--- src/rtl/alu_rs_if.sv ---
// Dispatch, result-broadcast and issue bus of the ALU reservation station.
// The station uses the slave view; the dispatch/ALU side uses the master view.
interface alu_rs_if #(
  parameter int OP_W  = 6,
  parameter int ROB_W = 4
);
  logic             disp_valid;
  logic [OP_W-1:0]  disp_op;
  logic [ROB_W-1:0] disp_rob;
  logic [31:0]      disp_vj;
  logic [31:0]      disp_vk;
  logic             disp_qj_busy;
  logic             disp_qk_busy;
  logic [ROB_W-1:0] disp_qj;
  logic [ROB_W-1:0] disp_qk;
  logic             cdb_alu_valid;
  logic [ROB_W-1:0] cdb_alu_rob;
  logic [31:0]      cdb_alu_val;
  logic             cdb_lsb_valid;
  logic [ROB_W-1:0] cdb_lsb_rob;
  logic [31:0]      cdb_lsb_val;
  logic             rs_full;
  logic             issue_status;
  logic [OP_W-1:0]  issue_op;
  logic [31:0]      issue_rs1;
  logic [31:0]      issue_rs2;
  logic [ROB_W-1:0] issue_rob;

  modport slave (
    input  disp_valid, disp_op, disp_rob, disp_vj, disp_vk,
           disp_qj_busy, disp_qk_busy, disp_qj, disp_qk,
           cdb_alu_valid, cdb_alu_rob, cdb_alu_val,
           cdb_lsb_valid, cdb_lsb_rob, cdb_lsb_val,
    output rs_full, issue_status, issue_op, issue_rs1, issue_rs2, issue_rob
  );

  modport master (
    output disp_valid, disp_op, disp_rob, disp_vj, disp_vk,
           disp_qj_busy, disp_qk_busy, disp_qj, disp_qk,
           cdb_alu_valid, cdb_alu_rob, cdb_alu_val,
           cdb_lsb_valid, cdb_lsb_rob, cdb_lsb_val,
    input  rs_full, issue_status, issue_op, issue_rs1, issue_rs2, issue_rob
  );
endinterface

--- src/rtl/alu_rs.sv ---
// Reservation station for the integer ALU: buffers dispatched ops, snoops the
// ALU/LSB result buses for pending operands and issues one ready op per cycle.
module alu_rs #(
  parameter int ENTRIES = 8,
  parameter int OP_W    = 6,
  parameter int ROB_W   = 4
) (
  input  logic     clk_in,
  input  logic     rst_in,
  input  logic     rdy_in,
  input  logic     clear,
  alu_rs_if.slave  bus
);
  localparam int IDX_W = $clog2(ENTRIES);

  typedef struct packed {
    logic        busy;
    logic [31:0] val;
  } opnd_t;

  logic [ENTRIES-1:0] r_busy;
  logic [OP_W-1:0]    r_op    [ENTRIES];
  logic [ROB_W-1:0]   r_rob   [ENTRIES];
  logic [31:0]        r_vj    [ENTRIES];
  logic [31:0]        r_vk    [ENTRIES];
  logic               r_qj_busy [ENTRIES];
  logic               r_qk_busy [ENTRIES];
  logic [ROB_W-1:0]   r_qj    [ENTRIES];
  logic [ROB_W-1:0]   r_qk    [ENTRIES];

  logic               r_iss_status;
  logic [OP_W-1:0]    r_iss_op;
  logic [31:0]        r_iss_rs1;
  logic [31:0]        r_iss_rs2;
  logic [ROB_W-1:0]   r_iss_rob;

  logic [ENTRIES-1:0] w_ready;
  logic               w_iss_vld;
  logic [IDX_W-1:0]   w_iss_idx;
  logic               w_free_vld;
  logic [IDX_W-1:0]   w_free_idx;
  logic               w_disp_take;
  opnd_t              w_j [ENTRIES];
  opnd_t              w_k [ENTRIES];
  opnd_t              w_dj;
  opnd_t              w_dk;

  // A pending operand grabs a matching broadcast; the ALU bus wins a tag tie.
  function automatic opnd_t resolve(
    input logic             qb,
    input logic [ROB_W-1:0] q,
    input logic [31:0]      v,
    input logic             av,
    input logic [ROB_W-1:0] at,
    input logic [31:0]      aval,
    input logic             lv,
    input logic [ROB_W-1:0] lt,
    input logic [31:0]      lval
  );
    opnd_t o;
    o.busy = qb;
    o.val  = v;
    if (qb && av && (at == q)) begin
      o.busy = 1'b0;
      o.val  = aval;
    end else if (qb && lv && (lt == q)) begin
      o.busy = 1'b0;
      o.val  = lval;
    end
    return o;
  endfunction

  always_comb begin
    w_iss_vld  = 1'b0;
    w_iss_idx  = '0;
    w_free_vld = 1'b0;
    w_free_idx = '0;
    for (int i = ENTRIES - 1; i >= 0; i--) begin
      w_ready[i] = r_busy[i] && !r_qj_busy[i] && !r_qk_busy[i];
      if (w_ready[i]) begin
        w_iss_vld = 1'b1;
        w_iss_idx = IDX_W'(i);
      end
      if (!r_busy[i]) begin
        w_free_vld = 1'b1;
        w_free_idx = IDX_W'(i);
      end
      w_j[i] = resolve(r_qj_busy[i], r_qj[i], r_vj[i],
                       bus.cdb_alu_valid, bus.cdb_alu_rob, bus.cdb_alu_val,
                       bus.cdb_lsb_valid, bus.cdb_lsb_rob, bus.cdb_lsb_val);
      w_k[i] = resolve(r_qk_busy[i], r_qk[i], r_vk[i],
                       bus.cdb_alu_valid, bus.cdb_alu_rob, bus.cdb_alu_val,
                       bus.cdb_lsb_valid, bus.cdb_lsb_rob, bus.cdb_lsb_val);
    end
    w_dj = resolve(bus.disp_qj_busy, bus.disp_qj, bus.disp_vj,
                   bus.cdb_alu_valid, bus.cdb_alu_rob, bus.cdb_alu_val,
                   bus.cdb_lsb_valid, bus.cdb_lsb_rob, bus.cdb_lsb_val);
    w_dk = resolve(bus.disp_qk_busy, bus.disp_qk, bus.disp_vk,
                   bus.cdb_alu_valid, bus.cdb_alu_rob, bus.cdb_alu_val,
                   bus.cdb_lsb_valid, bus.cdb_lsb_rob, bus.cdb_lsb_val);
    w_disp_take = bus.disp_valid && w_free_vld;
  end

  // Selection and free-slot search both use registered state, so a slot
  // freed by issue only becomes visible to dispatch on the following cycle.
  always_ff @(posedge clk_in) begin
    if (!rst_in || clear) begin
      r_busy       <= '0;
      r_iss_status <= 1'b0;
      r_iss_op     <= '0;
      r_iss_rs1    <= '0;
      r_iss_rs2    <= '0;
      r_iss_rob    <= '0;
    end else if (!rdy_in) begin
      r_iss_status <= 1'b0;
    end else begin
      r_iss_status <= w_iss_vld;
      if (w_iss_vld) begin
        r_iss_op  <= r_op[w_iss_idx];
        r_iss_rs1 <= r_vj[w_iss_idx];
        r_iss_rs2 <= r_vk[w_iss_idx];
        r_iss_rob <= r_rob[w_iss_idx];
        r_busy[w_iss_idx] <= 1'b0;
      end
      for (int i = 0; i < ENTRIES; i++) begin
        if (r_busy[i]) begin
          r_qj_busy[i] <= w_j[i].busy;
          r_vj[i]      <= w_j[i].val;
          r_qk_busy[i] <= w_k[i].busy;
          r_vk[i]      <= w_k[i].val;
        end
      end
      if (w_disp_take) begin
        r_busy[w_free_idx]    <= 1'b1;
        r_op[w_free_idx]      <= bus.disp_op;
        r_rob[w_free_idx]     <= bus.disp_rob;
        r_qj[w_free_idx]      <= bus.disp_qj;
        r_qk[w_free_idx]      <= bus.disp_qk;
        r_qj_busy[w_free_idx] <= w_dj.busy;
        r_vj[w_free_idx]      <= w_dj.val;
        r_qk_busy[w_free_idx] <= w_dk.busy;
        r_vk[w_free_idx]      <= w_dk.val;
      end
    end
  end

  assign bus.rs_full      = &r_busy;
  assign bus.issue_status = r_iss_status;
  assign bus.issue_op     = r_iss_op;
  assign bus.issue_rs1    = r_iss_rs1;
  assign bus.issue_rs2    = r_iss_rs2;
  assign bus.issue_rob    = r_iss_rob;
endmodule

--- src/flat_wrapper.sv ---
// flat-port wrapper written by rule: the top's interface ports become plain ports
module alu_rs_flat 
#(
  parameter int ENTRIES = 8,
  parameter int OP_W    = 6,
  parameter int ROB_W   = 4
)
  (clk_in, rst_in, rdy_in, clear, bus_disp_valid, bus_disp_op, bus_disp_rob, bus_disp_vj, bus_disp_vk, bus_disp_qj_busy, bus_disp_qk_busy, bus_disp_qj, bus_disp_qk, bus_cdb_alu_valid, bus_cdb_alu_rob, bus_cdb_alu_val, bus_cdb_lsb_valid, bus_cdb_lsb_rob, bus_cdb_lsb_val, bus_rs_full, bus_issue_status, bus_issue_op, bus_issue_rs1, bus_issue_rs2, bus_issue_rob);
  alu_rs_if #(.OP_W(OP_W), .ROB_W(ROB_W)) bus_i ();
  input  logic clk_in;
  input  logic rst_in;
  input  logic rdy_in;
  input  logic clear;
  input wire logic [$bits(bus_i.disp_valid)-1:0] bus_disp_valid;
  input wire logic [$bits(bus_i.disp_op)-1:0] bus_disp_op;
  input wire logic [$bits(bus_i.disp_rob)-1:0] bus_disp_rob;
  input wire logic [$bits(bus_i.disp_vj)-1:0] bus_disp_vj;
  input wire logic [$bits(bus_i.disp_vk)-1:0] bus_disp_vk;
  input wire logic [$bits(bus_i.disp_qj_busy)-1:0] bus_disp_qj_busy;
  input wire logic [$bits(bus_i.disp_qk_busy)-1:0] bus_disp_qk_busy;
  input wire logic [$bits(bus_i.disp_qj)-1:0] bus_disp_qj;
  input wire logic [$bits(bus_i.disp_qk)-1:0] bus_disp_qk;
  input wire logic [$bits(bus_i.cdb_alu_valid)-1:0] bus_cdb_alu_valid;
  input wire logic [$bits(bus_i.cdb_alu_rob)-1:0] bus_cdb_alu_rob;
  input wire logic [$bits(bus_i.cdb_alu_val)-1:0] bus_cdb_alu_val;
  input wire logic [$bits(bus_i.cdb_lsb_valid)-1:0] bus_cdb_lsb_valid;
  input wire logic [$bits(bus_i.cdb_lsb_rob)-1:0] bus_cdb_lsb_rob;
  input wire logic [$bits(bus_i.cdb_lsb_val)-1:0] bus_cdb_lsb_val;
  output wire logic [$bits(bus_i.rs_full)-1:0] bus_rs_full;
  output wire logic [$bits(bus_i.issue_status)-1:0] bus_issue_status;
  output wire logic [$bits(bus_i.issue_op)-1:0] bus_issue_op;
  output wire logic [$bits(bus_i.issue_rs1)-1:0] bus_issue_rs1;
  output wire logic [$bits(bus_i.issue_rs2)-1:0] bus_issue_rs2;
  output wire logic [$bits(bus_i.issue_rob)-1:0] bus_issue_rob;
  assign bus_i.disp_valid = bus_disp_valid;
  assign bus_i.disp_op = bus_disp_op;
  assign bus_i.disp_rob = bus_disp_rob;
  assign bus_i.disp_vj = bus_disp_vj;
  assign bus_i.disp_vk = bus_disp_vk;
  assign bus_i.disp_qj_busy = bus_disp_qj_busy;
  assign bus_i.disp_qk_busy = bus_disp_qk_busy;
  assign bus_i.disp_qj = bus_disp_qj;
  assign bus_i.disp_qk = bus_disp_qk;
  assign bus_i.cdb_alu_valid = bus_cdb_alu_valid;
  assign bus_i.cdb_alu_rob = bus_cdb_alu_rob;
  assign bus_i.cdb_alu_val = bus_cdb_alu_val;
  assign bus_i.cdb_lsb_valid = bus_cdb_lsb_valid;
  assign bus_i.cdb_lsb_rob = bus_cdb_lsb_rob;
  assign bus_i.cdb_lsb_val = bus_cdb_lsb_val;
  assign bus_rs_full = bus_i.rs_full;
  assign bus_issue_status = bus_i.issue_status;
  assign bus_issue_op = bus_i.issue_op;
  assign bus_issue_rs1 = bus_i.issue_rs1;
  assign bus_issue_rs2 = bus_i.issue_rs2;
  assign bus_issue_rob = bus_i.issue_rob;
  alu_rs #(.ENTRIES(ENTRIES), .OP_W(OP_W), .ROB_W(ROB_W)) u_core (.clk_in(clk_in), .rst_in(rst_in), .rdy_in(rdy_in), .clear(clear), .bus(bus_i));
endmodule
--- config.mk ---
export PLATFORM = sky130hd
export DESIGN_NAME = alu_rs_flat
export DESIGN_NICKNAME = d
export VERILOG_FILES = /design/src/rtl/alu_rs_if.sv /design/src/rtl/alu_rs.sv /design/src/flat_wrapper.sv
export SDC_FILE = /design/constraint.sdc
export NUM_CORES = 2
export LEC_CHECK = 0
export ABC_CLOCK_PERIOD_IN_PS = 5700
export BUFFER_PORTS_ARGS = -buffer_cell sky130_fd_sc_hd__buf_2
export CAP_MARGIN = 20
export CORE_AREA = 4 4 365 331
export CTS_BUF_LIST = sky130_fd_sc_hd__clkbuf_8
export DETAILED_ROUTE_END_ITERATION = 10
export DIE_AREA = 0 0 369 335
export SLEW_MARGIN = 15
export SYNTH_ARGS = -nofsm -noshare
export SYNTH_HDL_FRONTEND = slang
export SYNTH_SLANG_ARGS = --single-unit
export TNS_END_PERCENT = 100
--- constraint.sdc ---
create_clock -name clk_in -period 5.7 [get_ports clk_in]
set_input_delay 0 -clock clk_in [delete_from_list [all_inputs] [get_ports clk_in]]
set_output_delay 0 -clock clk_in [all_outputs]
set_load 0.1 [all_outputs]
-- After elaboration in Yosys (flattened, before gate mapping)
Memory sizes are Yosys's and may differ from the RTL's. A register that Yosys moved wholly into a read port is not among the register bits.
Index checks and enable logic that the tools add are counted.
- register bits: 9
- latch bits: 0
- bits in writable memories: 672
- bits in read-only memories: 0
- output and inout port bits: 76
- word-level logic and storage cells: 310
- memories: 8
- memories (name ; depth ; width ; read ports ; clocked after Yosys merged registers in ; wr ports ; line ; text):
    u_core.r_vj ; 8 ; 32 ; 1 ; 1 ; 9 ; alu_rs.sv:24 ; logic [31:0] r_vj [ENTRIES];
    u_core.r_vk ; 8 ; 32 ; 1 ; 1 ; 9 ; alu_rs.sv:25 ; logic [31:0] r_vk [ENTRIES];
    u_core.r_op ; 8 ; 6 ; 1 ; 1 ; 1 ; alu_rs.sv:22 ; logic [OP_W-1:0] r_op [ENTRIES];
    u_core.r_qj ; 8 ; 4 ; 8 ; 0 ; 1 ; alu_rs.sv:28 ; logic [ROB_W-1:0] r_qj [ENTRIES];
    u_core.r_qk ; 8 ; 4 ; 8 ; 0 ; 1 ; alu_rs.sv:29 ; logic [ROB_W-1:0] r_qk [ENTRIES];
    u_core.r_rob ; 8 ; 4 ; 1 ; 1 ; 1 ; alu_rs.sv:23 ; logic [ROB_W-1:0] r_rob [ENTRIES];
    2 more memories ; n/a ; n/a ; n/a ; n/a ; n/a ; n/a ;
- add/subtract/negate cells: 0
- multiply operators: 0
- divide/modulo/power cells: 0
- $lt $le $gt $ge: 4
- equality and inequality tests: 52
- shifts and indexed selects: 0
- multiplexer cells: 112
- bitwise operators: 4
- reductions and logical operators: 128
- operators by type and width (operator ; number):
    two-way mux 33 bit ; 36
    == test 4 bit ; 36
    logical AND 1 bit ; 91
    two-way mux 1 bit ; 54
    two-way mux 3 bit ; 16
    AND reduction 2 bit ; 17
    two-way mux 8 bit ; 4
    != test 2 bit (second input constant) ; 16
    zero test 1 bit ; 17
    AND 8 bit ; 1
    less-than comparator 3 x 4 -> 1 bit (second input constant) ; 2
    inverter 8 bit ; 1
    bitwise OR 8 bit ; 1
    AND reduction 8 bit ; 1
    demux 1 bit (select 3 bit) ; 2
    greater-or-equal comparator 3 x 1 -> 1 bit (second input constant) ; 2
    OR reduction 2 bit ; 1
    logical OR 1 bit ; 1
    inverter 1 bit ; 1

-- Logic depth before layout (Yosys ltp)
- word-level depth: 22
- mapped depth: 10
- mapped depth without buffers: 8

-- Worst setup path after synthesis
Ideal clock, no wire load.
- path kind: flip-flop to flip-flop
- start point: mem u_core.r_qj[3][2]
- end point: mem u_core.r_vj[3][0] (enable)
- data arrival time: 3.593 ns
- required time: 5.234 ns
- path slack: 1.642 ns
- cell stages (with the launch flop): 7
- period minus slack after synthesis: 4.058 ns
- cell sequence: edfxtp_1 > xor2_1 > nor3_1 > nand4_1 > buf_2 > o41a_1 > o21ai_0
- RTL lines (element ; line):
    start, declared ; alu_rs.sv:28
    end, declared ; alu_rs.sv:24

==> impl_metrics.env <==
export IMPL_power_mw=12.3
export IMPL_power_per_cell_area_nw_per_um2=244
export IMPL_period_needed_ps=4470
export IMPL_insertion_delay_ps=810
export IMPL_cap_violations=0
export IMPL_antenna_found_initial=8
export IMPL_yosys_warnings=0
export IMPL_synth_cells=3601
export IMPL_cts_sinks=755
export IMPL_final_core_util_pct=43.2
export IMPL_row_count=119
export IMPL_synth_avg_cell_area_um2=12.0
export IMPL_fmax_mhz=224
export IMPL_synth_seq_cells=755
export IMPL_cts_made_buffers=138
export IMPL_dieArea_um2=124000
export IMPL_cts_clk_slew_worst_paths_ps=60
export IMPL_worstPathArrival_ps=5020
export IMPL_critPathLaunchType="input port"
export IMPL_cp_top_family="buffers and inverters"
export IMPL_synth_area_um2=43100
export IMPL_fin_area_um2=50500
export IMPL_power_leakage_nw=20.8
export IMPL_hold_viol_final=0
export IMPL_critPathBufInv=7
export IMPL_worst_hold_slack_ps=48.0
export IMPL_root_buffer="clkbuf_8"
export IMPL_setup_tns_ps=0
export IMPL_grt_pass1_wl_um=233000
export IMPL_crit_path_max_fanout=19
export IMPL_yosysSeqAreaShare_pct=50.6
export IMPL_cts_resized=0
export IMPL_grt_util_all_layers_pct=25.4
export IMPL_async_reset_ff_share_pct=0
export IMPL_drive_above_1_share_pct=23.9
export IMPL_rsz0062_at_grt="no"
export IMPL_nets=4041
export IMPL_preCtsSetupSlack_ps=2060
export IMPL_path_class="input port to register"
export IMPL_post_drt_wl_per_cell_um=29.0
export IMPL_worstPathRequired_ps=6250
export IMPL_ant_nets=0
export IMPL_grt_max_degree=153
export IMPL_dr_pass1_iters=7
export IMPL_synth_fp_nets=3764
export IMPL_synth_edf_count=672
export IMPL_crit_top_cell="dlygate4sd3_1"
export IMPL_post_drt_via_cell_ratio=5.99
export IMPL_initial_core_util_pct=37.0
export IMPL_ys_types=61
export IMPL_ys_top_cells_by_area="edfxtp_1 47%, mux2i_1 11%, mux2_2 8.6%"
export IMPL_drtIter0Drc=4328
export IMPL_grt_overflow_total=0
export IMPL_finalSetupViolations=0
export IMPL_core_um2=117000
export IMPL_routed_wl_um=162000
export IMPL_fin_crit_sh_pct=78.4
export IMPL_instances_no_fill=5570
export IMPL_place_area_um2=45200
export IMPL_vias=33337
export IMPL_fin_skew_ps=42.2
export IMPL_layout_commonest_cell="edfxtp_1"
export IMPL_io_pins=239
export IMPL_grt_pass1_vias=33169
export IMPL_tightest_slew_ps=1320
export IMPL_dp_hpwl_um=87400
export IMPL_ys_flop_type="edfxtp_1"
export IMPL_area_delta_synth_final_pct=17.0
export IMPL_dpl_cell_count=5054
export IMPL_port_buffers=238
export IMPL_synth_top_cell_area_share_pct=46.8
export IMPL_slew_headroom_pct=9.56
export IMPL_vdd_drop_max_v=0.000214
export IMPL_gp_congestion=0.830
export IMPL_clockBufferDepth=3
export IMPL_cts_tree="done"
export IMPL_max_stage_delay_ps=740
export IMPL_slew_violations=0
export IMPL_path_cells="dlygate4sd3_1 -> buf_2 -> inv_1 -> a222oi_1 -> nand4b_4 -> buf_4 -> mux2_4 -> dlygate4sd3_1 -> mux2i_4 -> dlygate4sd3_1 -> a21oi_1 -> dlygate4sd3_1"
export IMPL_drc=0
export IMPL_h_tree_depth=4
export IMPL_yosys_area_top_type="edfxtp_1"
export IMPL_hp_class="input port to register"
export IMPL_end_kind="register"
export IMPL_layout_common_cells="672 x edfxtp_1, 454 x mux2i_1, 331 x mux2_2"
export IMPL_layout_setup_ws_ps=1230
export IMPL_die_h_um=335
export IMPL_run_status="complete, no violations"
export IMPL_critPathSlowestCell="dlygate4sd3_1"
export IMPL_die_w_um=369
-- metal layers --
metal / wire length (um) / up-vias / global-route usage [%]
li1: - / 14379 / -
met1: 67300 / 16670 / 35.1
met2: 72700 / 1985 / 39.6
met3: 16300 / 303 / 4.98
met4: 5230 / 0 / 9.15
met5: 0 / - / 0
-- sequential cells by signal, summed over array words and instances, names as in the netlist --
register and cells:
u_core.bus.issue_rs1 32, u_core.bus.issue_op 6, u_core.r_qk 32, u_core.r_qj_busy 8
u_core.bus.issue_rs2 32, u_core.bus.issue_rob 4, u_core.r_vj 256, u_core.bus.issue_status 1
u_core.r_op 48, u_core.r_qk_busy 8, u_core.r_rob 32, u_core.r_vk 256
u_core.r_busy 8, u_core.r_qj 32
-- timing repair --
action | 4_1_cts | 5_1_grt
endpoints found under the setup margin | 0 | 0
hold buffers | 256 | 0
endpoints found under the hold margin | 690 | 0
setup buffers | 0 | 0
-- cells by family after synthesis --
| kind of cell | after synthesis | synth area share (%) |
|---|---|---|
| AOI/OAI and AO/OA | 885 | 14.3 |
| DFF | 755 | 50.6 |
| muxes | 864 | 22.9 |
| xor gates and xnor gates | 111 | 2.25 |
| and+or+nand+nor | 528 | 5.14 |
| buffers and inverters | 458 | 4.77 |
-- layout make-up --
class / instances / area (um2)
diodes: 6 / 15.0
clock buffers: 153 / 2110
clock inverters: 100 / 531
fillers: 10969 / 66300
inverters: 31 / 128
multi-input cells: 2388 / 19500
flip-flops and latches: 755 / 21800
well taps: 1573 / 1970
repair buffers: 564 / 4400
-- cells in the mapped netlist, drive strengths merged (7+ instances only) --
cell type,number
nor2,186
nand3,36
nand2,243
nor3,18
a222oi,9
a21oi,167
xnor2,34
xor2,77
a21boi,75
buf,204
a31o,9
mux2,352
o22ai,7
a2111oi,74
o31ai,75
a32o,74
clkbuf,223
nand4,17
dfxtp,83
edfxtp,672
inv,31
o41ai,9
o21ai,212
mux2i,512
a22oi,77
a221oi,75
-- worst paths after layout --
kind              depth (start not counted)                              endpoint  slack (ps)                                 start
setup reg to reg                          7          u_core.r_vj[5][16]$_DFFE_PP_        1500         u_core.r_busy[0]$_SDFFE_PP0P_
hold reg to reg                           2  u_core.bus.issue_rob[0]$_SDFFE_PP0P_         450  u_core.bus.issue_rob[0]$_SDFFE_PP0P_
setup / recovery                         12          u_core.r_vj[5][12]$_DFFE_PP_        1230                        bus_disp_qj[0]
hold / removal                            2           u_core.r_op[0][0]$_DFFE_PP_          50                        bus_disp_op[0]
-- worst reg2reg max path: cells and delay by family, from the launching register on --
kind            cells  cell delay (ps)
flops               1              690
compound gates      1              150
buf+inv             3             1980
simple gates        3             1120
-- where the power goes --
part	switching (mW)	internal, mW	total [mW]
clock	2.43	2.64	5.08
combinational	0.661	0.499	1.16
sequential	0.00718	6.04	6.05
total	3.10	9.18	12.3
Note: power is estimated with default switching activity, not from simulation.
